$ cat src/rtl/dpram_pkg.sv
// Shared types and defaults for the parametrised dual-port RAM with init walk.
package dpram_pkg;

  typedef enum logic {
    DPRAM_INIT,
    DPRAM_READY
  } dpram_state_e;

  localparam int unsigned DPRAM_WIDTH      = 4;
  localparam int unsigned DPRAM_DEPTH      = 8;
  localparam int unsigned DPRAM_INIT_VALUE = 0;

endpackage

$ cat src/rtl/dpram_init_seq.sv
// Init walk sequencer: after reset, steps an address counter over every word,
// then parks in READY and raises ready.
module dpram_init_seq
  import dpram_pkg::*;
#(
  parameter  int unsigned DEPTH = DPRAM_DEPTH,
  localparam int unsigned AW    = $clog2(DEPTH)
) (
  input  logic          clk,
  input  logic          rst,
  output logic          init_we,
  output logic [AW-1:0] init_addr,
  output logic          ready
);

  dpram_state_e  state;
  logic [AW-1:0] cnt;

  always_ff @(posedge clk) begin
    if (rst) begin
      state <= DPRAM_INIT;
      cnt   <= '0;
      ready <= 1'b0;
    end else begin
      unique case (state)
        DPRAM_INIT: begin
          if (cnt == AW'(DEPTH - 1)) begin
            state <= DPRAM_READY;
            ready <= 1'b1;
            cnt   <= '0;
          end else begin
            cnt <= cnt + AW'(1);
          end
        end
        DPRAM_READY: ;
        default: state <= DPRAM_INIT;
      endcase
    end
  end

  // Reset wins over the walk: no init write happens on an edge with rst high.
  assign init_we   = (state == DPRAM_INIT) && !rst;
  assign init_addr = cnt;

endmodule

$ cat src/rtl/dual_port_ram_init.sv
// True dual-port synchronous RAM with reset-driven init walk, read-valid flags
// and same-address collision handling. Define DPRAM_BYPASS_EN for write-first forwarding.
module dual_port_ram_init
  import dpram_pkg::*;
#(
  parameter  int unsigned      WIDTH      = DPRAM_WIDTH,
  parameter  int unsigned      DEPTH      = DPRAM_DEPTH,
  parameter  logic [WIDTH-1:0] INIT_VALUE = WIDTH'(DPRAM_INIT_VALUE),
  localparam int unsigned      AW         = $clog2(DEPTH)
) (
  input  logic             clk,
  input  logic             rst,
  input  logic             en_a,
  input  logic             we_a,
  input  logic [AW-1:0]    addr_a,
  input  logic [WIDTH-1:0] data_a,
  input  logic             en_b,
  input  logic             we_b,
  input  logic [AW-1:0]    addr_b,
  input  logic [WIDTH-1:0] data_b,
  output logic [WIDTH-1:0] q_a,
  output logic [WIDTH-1:0] q_b,
  output logic             valid_a,
  output logic             valid_b,
  output logic             ready,
  output logic             collision
);

  logic [WIDTH-1:0]     mem [DEPTH];
  logic                 init_we;
  logic [AW-1:0]        init_addr;
  logic [(1<<AW)-1:0]   addr_ok;
  logic                 accept, in_a, in_b, same_addr, dual_wr, wr_a, wr_b;
  logic [WIDTH-1:0]     rd_a, rd_b;

  dpram_init_seq #(.DEPTH(DEPTH)) u_init_seq (
    .clk       (clk),
    .rst       (rst),
    .init_we   (init_we),
    .init_addr (init_addr),
    .ready     (ready)
  );

  // Range table avoids comparing an AW-bit address against DEPTH directly.
  always_comb begin
    addr_ok = '0;
    for (int unsigned i = 0; i < (1 << AW); i++) begin
      addr_ok[i] = (i < DEPTH);
    end
  end

  assign accept    = ready && !rst;
  assign in_a      = addr_ok[addr_a];
  assign in_b      = addr_ok[addr_b];
  assign same_addr = (addr_a == addr_b);
  assign dual_wr   = accept && en_a && we_a && en_b && we_b && in_a && in_b && same_addr;
  assign wr_a      = accept && en_a && we_a && in_a;
  assign wr_b      = accept && en_b && we_b && in_b && !dual_wr;

`ifdef DPRAM_BYPASS_EN
  // Write-first: forward the other port's write data on an address match.
  assign rd_a = (wr_b && same_addr) ? data_b : mem[addr_a];
  assign rd_b = (wr_a && same_addr) ? data_a : mem[addr_b];
`else
  assign rd_a = mem[addr_a];
  assign rd_b = mem[addr_b];
`endif

  always_ff @(posedge clk) begin
    if (init_we) begin
      mem[init_addr] <= INIT_VALUE;
    end else begin
      if (wr_a) mem[addr_a] <= data_a;
      if (wr_b) mem[addr_b] <= data_b;
    end
  end

  always_ff @(posedge clk) begin
    if (rst) begin
      q_a       <= '0;
      q_b       <= '0;
      valid_a   <= 1'b0;
      valid_b   <= 1'b0;
      collision <= 1'b0;
    end else begin
      collision <= dual_wr;
      if (ready && en_a && !we_a) begin
        q_a     <= in_a ? rd_a : '0;
        valid_a <= 1'b1;
      end else begin
        valid_a <= 1'b0;
      end
      if (ready && en_b && !we_b) begin
        q_b     <= in_b ? rd_b : '0;
        valid_b <= 1'b1;
      end else begin
        valid_b <= 1'b0;
      end
    end
  end

endmodule

$ cat config.mk
export PLATFORM = sky130hd
export DESIGN_NAME = dual_port_ram_init
export DESIGN_NICKNAME = d
export VERILOG_FILES = /design/src/rtl/dpram_pkg.sv /design/src/rtl/dpram_init_seq.sv /design/src/rtl/dual_port_ram_init.sv
export SDC_FILE = /design/constraint.sdc
export NUM_CORES = 1
export LEC_CHECK = 0
export BUFFER_PORTS_ARGS = -buffer_cell sky130_fd_sc_hd__buf_2
export CAP_MARGIN = 20
export CORE_MARGIN = 2
export CORE_UTILIZATION = 33
export CTS_CLUSTER_SIZE = 30
export DETAILED_ROUTE_END_ITERATION = 16
export GPL_TIMING_DRIVEN = 0
export PLACE_DENSITY = 0.5
export REMOVE_ABC_BUFFERS = 1
export SLEW_MARGIN = 20
export SYNTH_ARGS = -nofsm -noshare
export SYNTH_HDL_FRONTEND = slang
export SYNTH_SLANG_ARGS = --single-unit
$ cat constraint.sdc
create_clock -name clk -period 2.56 [get_ports clk]
set_input_delay 0 -clock clk [delete_from_list [all_inputs] [get_ports clk]]
set_output_delay 0 -clock clk [all_outputs]
set_load 0.02 [all_outputs]
==> results, run 1 <==
- Dividing the detail-routed wire length by the instance count gives 18.9 µm.
- The maximum number of buffers from clock root to sink is 2.
- The worst setup path is captured at a flop.
- The signal on the critical path passes through and4b_1 > and2_1 > a22oi_1 > o21ai_0.
- The clock tree root buffer cell is sky130_fd_sc_hd__clkbuf_8.
- The proportion of synthesized chip area in sequential cells is around 46%.
- The total length of routed wires is between 6000 and 7000 µm.
- Data arrives at the worst endpoint at around 2.3 ns.
- Of all flip-flops after synthesis, the portion carrying an async set or reset was 0%.
- Compared with the post-synthesis result, the final layout area differs by 11.2%.
- The setup slack of the critical path after layout is approximately 0.23 ns.
- Measured on the finished design, the core utilization comes to 37.6%.
- Yosys mapped the design onto 40 distinct sky130hd cell types.
- Entering global routing, the biggest net connects 21 pins.
- Once detail routing completed, the nets flagged for antenna violations numbered 0.
- The leftover overflow at the end of global routing is 0.
- Measured along the y axis, the die boundary spans ~96 µm.
- The transition time at the pin with the least slew margin is between 0.6 and 0.7 ns.
- Measured along the x axis, the die boundary spans 95.5 µm.
- Dividing total power by cell area gives a power density of roughly 510 nW/µm².
- The routed layout has 1894 vias.
- The worst-case clock skew is between 0.005 and 0.006 ns.
- The final-layout worst hold slack is 0.0375 ns.
- The min-delay analysis places its worst path in the category in2reg.
- The average size of a mapped cell is 12.1 µm².
- Counting I/O delays and the setup requirement, the final critical path takes approximately 2.3 ns.
- Setup violations remaining at the end of the flow were counted as 0.
- The cell count after synthesis is 229.
- The iteration count of the initial detailed-routing pass is 4.
- The number of hold buffers added after CTS was 0.
- The worst-path maximum fanout is 9.
- The initial antenna violation count is 0.
- STA puts the critical path data required time at between 2 and 3 ns.
- The site row count is 33.
- The effective utilization at floorplan is about a third.
- The floorplan step defined a core boundary enclosing approximately 8200 µm².
- Global routing used ~16% of the available tracks across all layers.
- The placed instance count is 347.
- The number of enable flip-flop cells after synthesis is 32.
- STA classifies the critical path startpoint as a flop.
- The final design area excluding fillers is around 3000 µm².
- Once placement finished, the instance area stood at between 2000 and 3000 µm².
- The number of global-route vias before repair was about 1900.
- In this run the static leakage power is 1.24 nW.
- The fill cell instance count of the final layout is 827.
- The first routing iteration left 142 violations.
- The area of the die is 9130 µm².
- Of the cells placed in the final design, the portion with a size suffix greater than 1 is between 30% and 40%.
- The register clock-pin slew on the reported worst setup and hold paths is 0.10 ns.
- The final weighted congestion in routability-driven placement is around 0.86.
- Across the VDD grid, the largest voltage drop is 0.261 mV.
- 32 I/O pins were placed.
- The synthesized flop and latch total is 48.
- The worst pin sits at a relative slew slack of between 50% and 60%.
- On the worst path, the slowest cell contributes a delay of around 0.56 ns.
- After detailed routing, the number of remaining DRC violations is 0.
- The number of synthesis warnings is 0.
- The flow ran to the end, and the final reports show no timing, DRC or antenna violations.
- The clock net sink count is 48.
- The filler-free cell count of the finished design is 355.
- The count of buffers added on input and output ports is 31.
- The max-slew violation count came to 0.
- The final layout contains between 200 and 300 nets.
- TritonCTS built the clock tree.
- The pre-CTS worst setup slack is 0.0291 ns.
- Across the run, the number of max-cap violations was 0.
- The critical path start-end classification is reg2reg.
- Power comes to between 1.5 and 2 mW.
- Clock latency on the worst-skew pair, taken at its later pin, is 0.31 ns.
- After synthesis the cells add up to between 2000 and 3000 µm².
- Setup total negative slack on the finished layout was measured at 0 ns.
- The global-route wire length before repair is around 11000 µm.
- The number of failing hold endpoints at the final stage is 0.
- Timing would allow up to 0.430 GHz.
- The repair_antennas step left the layout with diodes totalling 0.
- The detailed placer's ending HPWL is about 5100 µm.
- The slowest cell on the critical path is sky130_fd_sc_hd__and4b_1.
- Buffers inserted during clock tree synthesis total 5.
- The post-route clock period utilization is between 90% and 100%.
- The commonest register cell after synthesis is sky130_fd_sc_hd__edfxtp_1.
- Setup repair after global routing left no endpoint under its margin.
- CTS built an H-tree with a depth of 2.
- In the routed layout, each cell is associated on average with a via count of roughly 5.3.
cell type report:
class	instances	area, µm²	area share, %
multi-input cells	160	1380	44.9
flip-flops and latches	48	1280	41.7
repair buffers	31	155	5.05
well taps	105	131	4.27
clock buffers	5	68.8	2.24
clock inverters	3	46.3	1.51
inverters	3	11.3	0.366
repair_timing:
action	4_1_cts	5_1_grt
buffers inserted	0	0
endpoints found under the hold margin	0	0
endpoints found under the setup margin	0	25
resized for setup	0	7
report_power, final:
part           switching [mW]  internal [mW]
logic                  0.0847         0.0614
registers              0.0144          0.837
clock network           0.282          0.295
Yosys cell counts, drive strengths merged, types with 5 or more instances:
library cell  count  area (µm²)
a21oi            14        70.1
buf              13        73.8
clkbuf            5        18.8
dfxtp            16         320
edfxtp           32         961
mux2             38         428
mux2i            10         100
mux4              9         203
nand2             6        22.5
nand4             7        71.3
nor2             22        90.1
o21ai             8        40.0
kinds of logic (layout without fill, tap and decap cells):
logic type / count (synthesis) / count (layout) / synth area share, %
AOI/OAI and AO/OA: 40 / 40 / 9.10
DFF: 48 / 48 / 46.3
muxes: 57 / 57 / 26.4
buffers and inverters: 21 / 42 / 3.76
adders and majority gates: 2 / 2 / 0.905
xor gates and xnor gates: 3 / 3 / 0.950
and+or+nand+nor: 58 / 58 / 12.5
cell usage in the layout, fill, tap and decap left out, types with 2 or more instances in the layout:
master,instances
sky130_fd_sc_hd__a311oi_1,3
sky130_fd_sc_hd__and3_1,4
sky130_fd_sc_hd__inv_1,3
sky130_fd_sc_hd__buf_2,31
sky130_fd_sc_hd__nor2b_1,2
sky130_fd_sc_hd__nand2b_1,3
sky130_fd_sc_hd__mux2_2,38
sky130_fd_sc_hd__nor2_1,21
sky130_fd_sc_hd__and3b_1,2
sky130_fd_sc_hd__nor3_1,4
sky130_fd_sc_hd__a211o_1,4
sky130_fd_sc_hd__edfxtp_1,32
sky130_fd_sc_hd__a211oi_1,3
sky130_fd_sc_hd__clkbuf_8,5
sky130_fd_sc_hd__o22ai_1,4
sky130_fd_sc_hd__mux2i_1,10
sky130_fd_sc_hd__mux4_2,9
sky130_fd_sc_hd__nand3b_1,2
sky130_fd_sc_hd__nand4_2,2
sky130_fd_sc_hd__xnor2_1,3
sky130_fd_sc_hd__a21oi_1,14
sky130_fd_sc_hd__o21ai_1,7
sky130_fd_sc_hd__nand4_1,4
sky130_fd_sc_hd__dfxtp_1,16
sky130_fd_sc_hd__nand2_1,6
sky130_fd_sc_hd__ha_1,2
sky130_fd_sc_hd__and2_1,2
sequential cells by signal, summed over array words and instances (netlist names):
| name | cells |
|---|---|
| mem | 32 |
| u_init_seq.state | 1 |
| u_init_seq.init_addr | 3 |
| valid_b | 1 |
| q_a | 4 |
| valid_a | 1 |
| collision | 1 |
| q_b | 4 |
| u_init_seq.ready | 1 |
metal layers:
layer  vias up  track usage [%]  part of all wire [%]
li1        919                -                     -
met1       915             22.0                    48
met2        51             25.3                    46
met3         9             3.48                   4.9
met4         0             3.93                   1.5
met5         -                0                     0
critical path, delay by kind of cell, from the launching register on:
family	cells	cell delay, ns
simple gates	2	0.80
flops	1	0.45
compound gates	2	0.72
worst paths after layout:
kind / cells after the start / slack, ns / to / start
worst min-delay path: 3 / 0.04 / valid_a$_SDFF_PP0_ / we_a
worst max-delay path: 4 / 0.23 / mem[3][2]$_DFFE_PP_ / u_init_seq.ready$_SDFFE_PP0P_
worst max register to register: 4 / 0.23 / mem[3][2]$_DFFE_PP_ / u_init_seq.ready$_SDFFE_PP0P_
worst min register to register: 2 / 0.47 / q_a[2]$_SDFFE_PP0P_ / q_a[2]$_SDFFE_PP0P_
(Power assumes the default switching activity.)
==> run 2, diff against run 1 <==
- CORE_MARGIN: 2 -> not set
- GPL_ROUTABILITY_DRIVEN: not set -> 1
- PLACE_DENSITY: 0.5 -> not set
==> results, run 2 (synthesis results as in run 1) <==
- Setup repair after global routing missed its margin: no (unchanged).
- The peak supply drop is 0.224 mV (was 0.261 mV).
- The worst-case clock skew is 0.00668 ns (was 0.00521 ns).
- The number of port buffers was 31 (unchanged).
- The kind of cell adding the most delay to the critical path is compound AO/OA/AOI/OAI gates (was simple AND/OR/NAND/NOR gates).
- The leftover overflow at the end of global routing is 0 (unchanged).
- The switching power of the nets is 379 µW (was 381 µW).
- The maximum number of buffers from clock root to sink is 2 (unchanged).
- The path category of the worst min-delay check is in2reg (unchanged).
- The power density relative to cell area is 511 nW/µm² (was 512 nW/µm²).
- The detailed placer's ending HPWL is 4810 µm (was 5080 µm).
- The total area of sequential cells is 1280 µm² (unchanged).
- The post-route clock period utilization is 97.2% (was 90.9%).
- The starting DRC count in detailed routing is 111 (was 142).
- The maximum operating frequency is 0.402 GHz (was 0.430 GHz).
- The final net count was 271 (unchanged).
- The number of H-tree levels is 2 (unchanged).
- The effective utilization at floorplan is 33.8% (unchanged).
- The worst-path maximum fanout is 9 (unchanged).
- The register clock-pin slew on the reported worst setup and hold paths came to 0.09 ns (was 0.10 ns).
- The pre-CTS worst setup slack is 0.0924 ns (was 0.0291 ns).
- The count of final setup violators came to 0 (unchanged).
- The flip-flop count of the largest register after layout is 32 (unchanged).
- The fraction of layout cells with a size suffix above 1 came to 36.4% (unchanged).
- The clock power share was 36.6% (about the same).
- The residual antenna-violating net count after detailed routing was 0 (unchanged).
- The post-route minimum period is 2.49 ns (was 2.33 ns).
- The final-layout worst hold slack is 0.0442 ns (was 0.0375 ns).
- The placed instance count is 347 (unchanged).
- The final core utilization came to 37.6% (about the same).
- The vias per cell is 5.43 (was 5.34).
- The clock insertion delay at the later pin of the skew report came to 0.31 ns (about the same).
- The combined buffer and inverter count along the critical path is 0 (unchanged).
- Regs by FF count: mem: 32 flops, q_a: 4 flops, q_b: 4 flops (unchanged).
- The max-capacitance violation count is 0 (unchanged).
- The total length of routed wires is 6470 µm (was 6720 µm).
- The number of failing hold endpoints at the final stage is 0 (unchanged).
- The clock tree root buffer cell is sky130_fd_sc_hd__clkbuf_8 (unchanged).
- The arrival time at the worst endpoint is 2.43 ns (was 2.28 ns).
- The critical path start-end classification is reg2reg (unchanged).
- The critical path endpoint category is a flop (unchanged).
- The relative contribution of sequential cells to total power is 54.1% (about the same).
- The average wire per cell in the routed design was 18.2 µm (was 18.9 µm).
- The number of buffers inserted by post-CTS setup repair is 0 (unchanged).
- The pin count of the biggest net entering global routing came to 21 (unchanged).
- The global-route usage over all layers is 15.7% (was 15.9%).
- The worst path required time is 2.51 ns (about the same).
- The remaining max-slew budget at the tightest pin was 45.8% (was 56.9%).
- The max-slew violation count came to 0 (unchanged).
- The clock net sink count is 48 (unchanged).
- The iteration count of the initial detailed-routing pass came to 4 (unchanged).
- Top library cells by usage in the layout, fill and taps aside: sky130_fd_sc_hd__mux2_2 (38), sky130_fd_sc_hd__edfxtp_1 (32), sky130_fd_sc_hd__buf_2 (31) (unchanged).
- The leakage power was 1.25 nW (was 1.24 nW).
- The site row count came to 33 (unchanged).
- The placed instance area is 2960 µm² (unchanged).
- The global-route wire length before repair is 10200 µm (was 10700 µm).
- The top-level port count is 32 (unchanged).
- The synthesis-to-layout area growth is 11.2% (about the same).
- The area of the die was 8750 µm² (was 9130 µm²).
- The vertical die dimension came to 93.5 µm (was 95.5 µm).
- The DRC violation count after routing is 0 (unchanged).
- The setup slack of the critical path after layout is 0.0714 ns (was 0.233 ns).
- The final sum of negative setup slack is 0 ns (unchanged).
- The register name with the most flops was mem (unchanged).
- The transition time at the pin with the least slew margin is 0.805 ns (was 0.646 ns).
- The share of power burned in combinational logic is 9.3% (about the same).
- The switching portion of total power is 24.1% (was 24.2%).
- The TritonCTS clock tree is yes (unchanged).
- The number of CTS-inserted buffers is 5 (unchanged).
- The power consumption came to 1.57 mW (about the same).
- The number of global-route vias before repair is 1869 (was 1868).
- The final weighted congestion in routability-driven placement is 0.797 (was 0.860).
- The diode insertion count for antenna repair is 0 (unchanged).
- The core footprint is 8180 µm² (unchanged).
- Chain of cells forming the critical path: and4b_1 > nand2_1 > o32a_1 > o21ai_0 (was and4b_1 > and2_1 > a22oi_1 > o21ai_0).
- The launching element type of the critical path is a flop (unchanged).
- The stage delay of the slowest cell on the critical path is 0.67 ns (was 0.56 ns).
- The initial antenna violation count is 0 (unchanged).
- The footprint of the multi-input gates is 1380 µm² (unchanged).
- The final design area excluding fillers is 3080 µm² (was 3070 µm²).
- The internal power is 1.19 mW (about the same).
- The via total after detailed routing was 1926 (was 1894).
- The filler-free cell count of the finished design was 355 (unchanged).
- The slowest cell on the critical path was sky130_fd_sc_hd__o21ai_0 (was sky130_fd_sc_hd__and4b_1).
- Outcome: completed (unchanged).
- The most common cell after layout, fill and taps aside is sky130_fd_sc_hd__mux2_2 (unchanged).
- The fill cell instance count of the final layout was 800 (was 827).
- The die extent in x is 93.5 µm (was 95.5 µm).
run 2: cell count changes in the layout (fill, tap and decap cells not counted):
cell                         before  now
sky130_fd_sc_hd__o21ai_1          7    1
sky130_fd_sc_hd__clkinvlp_4       1    0
sky130_fd_sc_hd__inv_6            1    0
sky130_fd_sc_hd__o21ai_0          1    7
sky130_fd_sc_hd__clkinv_4         0    2
run 2: worst paths after layout:
path	start	to	slack, ns	cells past startpoint
min	we_b	collision$_SDFF_PP0_	0.04	3
max	u_init_seq.ready$_SDFFE_PP0P_	mem[0][2]$_DFFE_PP_	0.07	4
min reg2reg	q_a[2]$_SDFFE_PP0P_	q_a[2]$_SDFFE_PP0P_	0.47	2
max reg2reg	u_init_seq.ready$_SDFFE_PP0P_	mem[0][2]$_DFFE_PP_	0.07	4
run 2: cell type report:
class                      count  area share (%)
clock inverter                 3            1.55
tap                          105            4.27
inverter                       3           0.366
timing repair buffer          31            5.04
sequential                    48            41.7
clock buffer                   5            2.24
multi-input combinational    160            44.9
run 2: power groups by stage:
stage               combinational (mW)  sequential, mW  clock, mW
global placement                 0.144           0.867          0
global route                     0.162           0.852      0.616
finish                           0.146           0.850      0.576
floorplan                       0.0804           0.864          0
detailed placement               0.146           0.868          0
CTS                              0.146           0.850      0.586
run 2: worst min-delay path: stages:
cell                       delay (ns)
sky130_fd_sc_hd__buf_2           0.10
sky130_fd_sc_hd__nand3b_1        0.15
sky130_fd_sc_hd__nor2_1          0.05
run 2: metal layers:
metal / GRT usage (%) / routed length (µm) / vias to the layer above
met3: 2.20 / 259 / 11
met2: 27.1 / 3290 / 55
li1: - / - / 924
met5: 0 / 0 / -
met1: 19.9 / 2800 / 936
met4: 5.77 / 130 / 0
run 2: timing repair:
action | 4_1_cts | 5_1_grt
hold buffers | 0 | 0
endpoints found under the setup margin | 0 | 4
resized for setup | 0 | 1
==> run 3, diff against run 2 <==
- REMOVE_ABC_BUFFERS: 1 -> not set
- clock period: 2.56 -> 3.2 ns (I/O delays scaled with it)
==> results, run 3 (synthesis results as in run 1) <==
- The average wire per cell in the routed design came to 18.4 µm (was 18.2 µm).
- The clock tree root buffer cell is sky130_fd_sc_hd__clkbuf_8 (unchanged).
- The die extent in x is 93.5 µm (unchanged).
- The number of resized instances in the post-cts repair step is 0 (unchanged).
- Regs by FF count: mem: 32 flops, q_a: 4 flops, q_b: 4 flops (unchanged).
- The remaining max-slew budget at the tightest pin was 44.7% (was 45.8%).
- The worst-case clock skew is 0.00803 ns (was 0.00668 ns).
- The max-capacitance violation count came to 0 (unchanged).
- The TritonCTS clock tree is yes (unchanged).
- The quantity of hold-fixing buffers added after cts is 1 (was 0).
- The effective utilization at floorplan was 33.8% (unchanged).
- The max-slew violation count came to 0 (unchanged).
- The worst path required time was 3.14 ns (was 2.51 ns).
- The starting DRC count in detailed routing is 143 (was 111).
- The final sum of negative setup slack was 0 ns (unchanged).
- Outcome: completed (unchanged).
- The power consumption is 1.25 mW (was 1.57 mW).
- The diode insertion count for antenna repair was 0 (unchanged).
- The total length of routed wires is 6810 µm (was 6470 µm).
- The worst reg2reg path endpoint was mem[1][2]$_DFFE_PP_ (was mem[0][2]$_DFFE_PP_).
- The register clock-pin slew on the reported worst setup and hold paths came to 0.09 ns (about the same).
- The path category of the worst min-delay check is in2reg (unchanged).
- The source of the worst register-to-register timing path is u_init_seq.ready$_SDFFE_PP0P_ (unchanged).
- The top-level port count came to 32 (unchanged).
- The share of power burned in combinational logic came to 10.0% (was 9.3%).
- The arrival time at the worst endpoint is 2.20 ns (was 2.43 ns).
- The global-route usage over all layers is 16.4% (was 15.7%).
- The leftover overflow at the end of global routing is 0 (unchanged).
- The internal power is 954 µW (was 1.19 mW).
- The number of failing hold endpoints at the final stage is 0 (unchanged).
- The iteration count of the initial detailed-routing pass was 4 (unchanged).
- The flip-flop count of the largest register after layout is 32 (unchanged).
- Top library cells by usage in the layout, fill and taps aside: sky130_fd_sc_hd__mux2_2 (38), sky130_fd_sc_hd__buf_2 (32), sky130_fd_sc_hd__edfxtp_1 (32) (was sky130_fd_sc_hd__mux2_2 (38), sky130_fd_sc_hd__edfxtp_1 (32), sky130_fd_sc_hd__buf_2 (31)).
- The via total after detailed routing is 1976 (was 1926).
- The count of final setup violators came to 0 (unchanged).
- The detailed placer's ending HPWL is 5170 µm (was 4810 µm).
- The number of CTS-inserted buffers is 5 (unchanged).
- The fraction of layout cells with a size suffix above 1 was 35.8% (was 36.4%).
- The slowest cell on the critical path is sky130_fd_sc_hd__o21ai_0 (unchanged).
- The combined buffer and inverter count along the critical path was 1 (was 0).
- The clock power share is 35.7% (was 36.6%).
- The number of global-route vias before repair is 1943 (was 1869).
- The most common cell after layout, fill and taps aside is sky130_fd_sc_hd__mux2_2 (unchanged).
- The stage delay of the slowest cell on the critical path was 0.70 ns (was 0.67 ns).
- The post-route clock period utilization is 70.5% (was 97.2%).
- The launching element type of the critical path is a flop (unchanged).
- The register name with the most flops is mem (unchanged).
- The number of stages on the worst hold path was 3 (unchanged).
- The transition time at the pin with the least slew margin is 0.821 ns (was 0.805 ns).
- The switching power of the nets is 298 µW (was 379 µW).
- The clock net sink count is 48 (unchanged).
- The relative contribution of sequential cells to total power is 54.3% (was 54.1%).
- The final core utilization is 38.6% (was 37.6%).
- The pin count of the biggest net entering global routing is 16 (was 21).
- The global-route wire length before repair is 10700 µm (was 10200 µm).
- The final weighted congestion in routability-driven placement is 0.824 (was 0.797).
- The switching portion of total power was 23.8% (was 24.1%).
- The final net count was 286 (was 271).
- The critical path start-end classification is reg2reg (unchanged).
- The maximum number of buffers from clock root to sink was 2 (unchanged).
- The synthesis-to-layout area growth is 14.0% (was 11.2%).
- The worst hold path endpoint is collision$_SDFF_PP0_ (unchanged).
- Setup repair after global routing missed its margin: no (unchanged).
- The site row count is 33 (unchanged).
- The DRC violation count after routing is 0 (unchanged).
- The vertical die dimension is 93.5 µm (unchanged).
- The area of the die came to 8750 µm² (unchanged).
- The clock insertion delay at the later pin of the skew report is 0.31 ns (about the same).
- The critical path endpoint category is a flop (unchanged).
- The peak supply drop was 0.179 mV (was 0.224 mV).
- The maximum operating frequency was 0.443 GHz (was 0.402 GHz).
- The vias per cell is 5.34 (was 5.43).
- The residual antenna-violating net count after detailed routing is 0 (unchanged).
- Chain of cells forming the critical path: and4b_1 > buf_6 > and2_1 > a22oi_1 > o21ai_0 (was and4b_1 > nand2_1 > o32a_1 > o21ai_0).
- The initial antenna violation count is 0 (unchanged).
- The kind of cell adding the most delay to the critical path was compound AO/OA/AOI/OAI gates (unchanged).
- The number of cell instances on the worst register-to-register path is 5 (was 4).
- The number of H-tree levels came to 2 (unchanged).
- The power density relative to cell area was 397 nW/µm² (was 511 nW/µm²).
- The number of port buffers is 27 (was 31).
- The worst-path maximum fanout was 9 (unchanged).
- The number of nets produced by synthesis is ~250.
- The leakage power came to 1.28 nW (was 1.25 nW).
- The reg-to-reg setup timing slack is 0.94 ns (was 0.07 ns).
- The post-route minimum period came to 2.26 ns (was 2.49 ns).
- The core footprint came to 8180 µm² (unchanged).
- The number of buffers inserted by post-CTS setup repair is 0 (unchanged).
- The worst min-delay path startpoint is we_b (unchanged).
- The final-layout worst hold slack came to 0.0355 ns (was 0.0442 ns).
==> run 3: changes by cell type in the layout (fill, tap and decap cells not counted), sizes merged <==
cell         previous run  this run
clkinvlp                0         1
dlygate4sd3             0         1
clkbuf                  5        10
clkinv                  2         1
buf                    31        40
==> run 3: power groups by stage <==
stage	Combinational (mW)	Clock [mW]	Sequential (mW)
after global placement	0.121	0	0.694
final	0.125	0.447	0.680
after detailed placement	0.123	0	0.694
after CTS	0.125	0.459	0.680
after floorplan	0.0844	0	0.691
after global routing	0.138	0.478	0.682
==> run 3: through the flow <==
step	instance area, µm²	setup slack [ns]	instances
floorplan	2770	1.26	229
global placement	3030	1.02	361
detailed placement	3030	0.974	361
CTS	3150	0.943	370
global route	3150	0.821	370
finish	3150	0.943	370
==> run 3: worst max path at each step <==
stage                                  startpoint                  end  slack [ns]  cells after the start
global route        u_init_seq.ready$_SDFFE_PP0P_  mem[1][0]$_DFFE_PP_        0.82                      5
floorplan           u_init_seq.ready$_SDFFE_PP0P_  mem[7][0]$_DFFE_PP_        1.26                      5
finish              u_init_seq.ready$_SDFFE_PP0P_  mem[1][2]$_DFFE_PP_        0.94                      5
CTS                 u_init_seq.ready$_SDFFE_PP0P_  mem[7][1]$_DFFE_PP_        0.94                      5
detailed placement  u_init_seq.ready$_SDFFE_PP0P_  mem[7][0]$_DFFE_PP_        0.97                      5
global placement    u_init_seq.ready$_SDFFE_PP0P_  mem[6][3]$_DFFE_PP_        1.02                      5
==> run 3: tightest hold or removal path, cell delays in order <==
cell,delay [ns]
sky130_fd_sc_hd__buf_2,0.10
sky130_fd_sc_hd__nand3b_1,0.15
sky130_fd_sc_hd__nor2_1,0.05
==> run 3: per-layer routing <==
metal  wire [µm]  global-route usage (%)  up-vias
met5           0                       0        -
met4         113                    5.26        0
met3         353                    2.28        9
met2        3130                    26.0       73
met1        3210                    23.2      942
li1            -                       -      952
==> run 3: final cells by class <==
cell class | count | area [µm²]
clock inverters | 3 | 42.5
repair buffers | 28 | 145
well taps | 105 | 131
fillers | 812 | 5020
clock buffers | 5 | 68.8
inverters | 3 | 11.3
multi-input cells | 160 | 1380
plain buffers | 18 | 92.6
flip-flops and latches | 48 | 1280
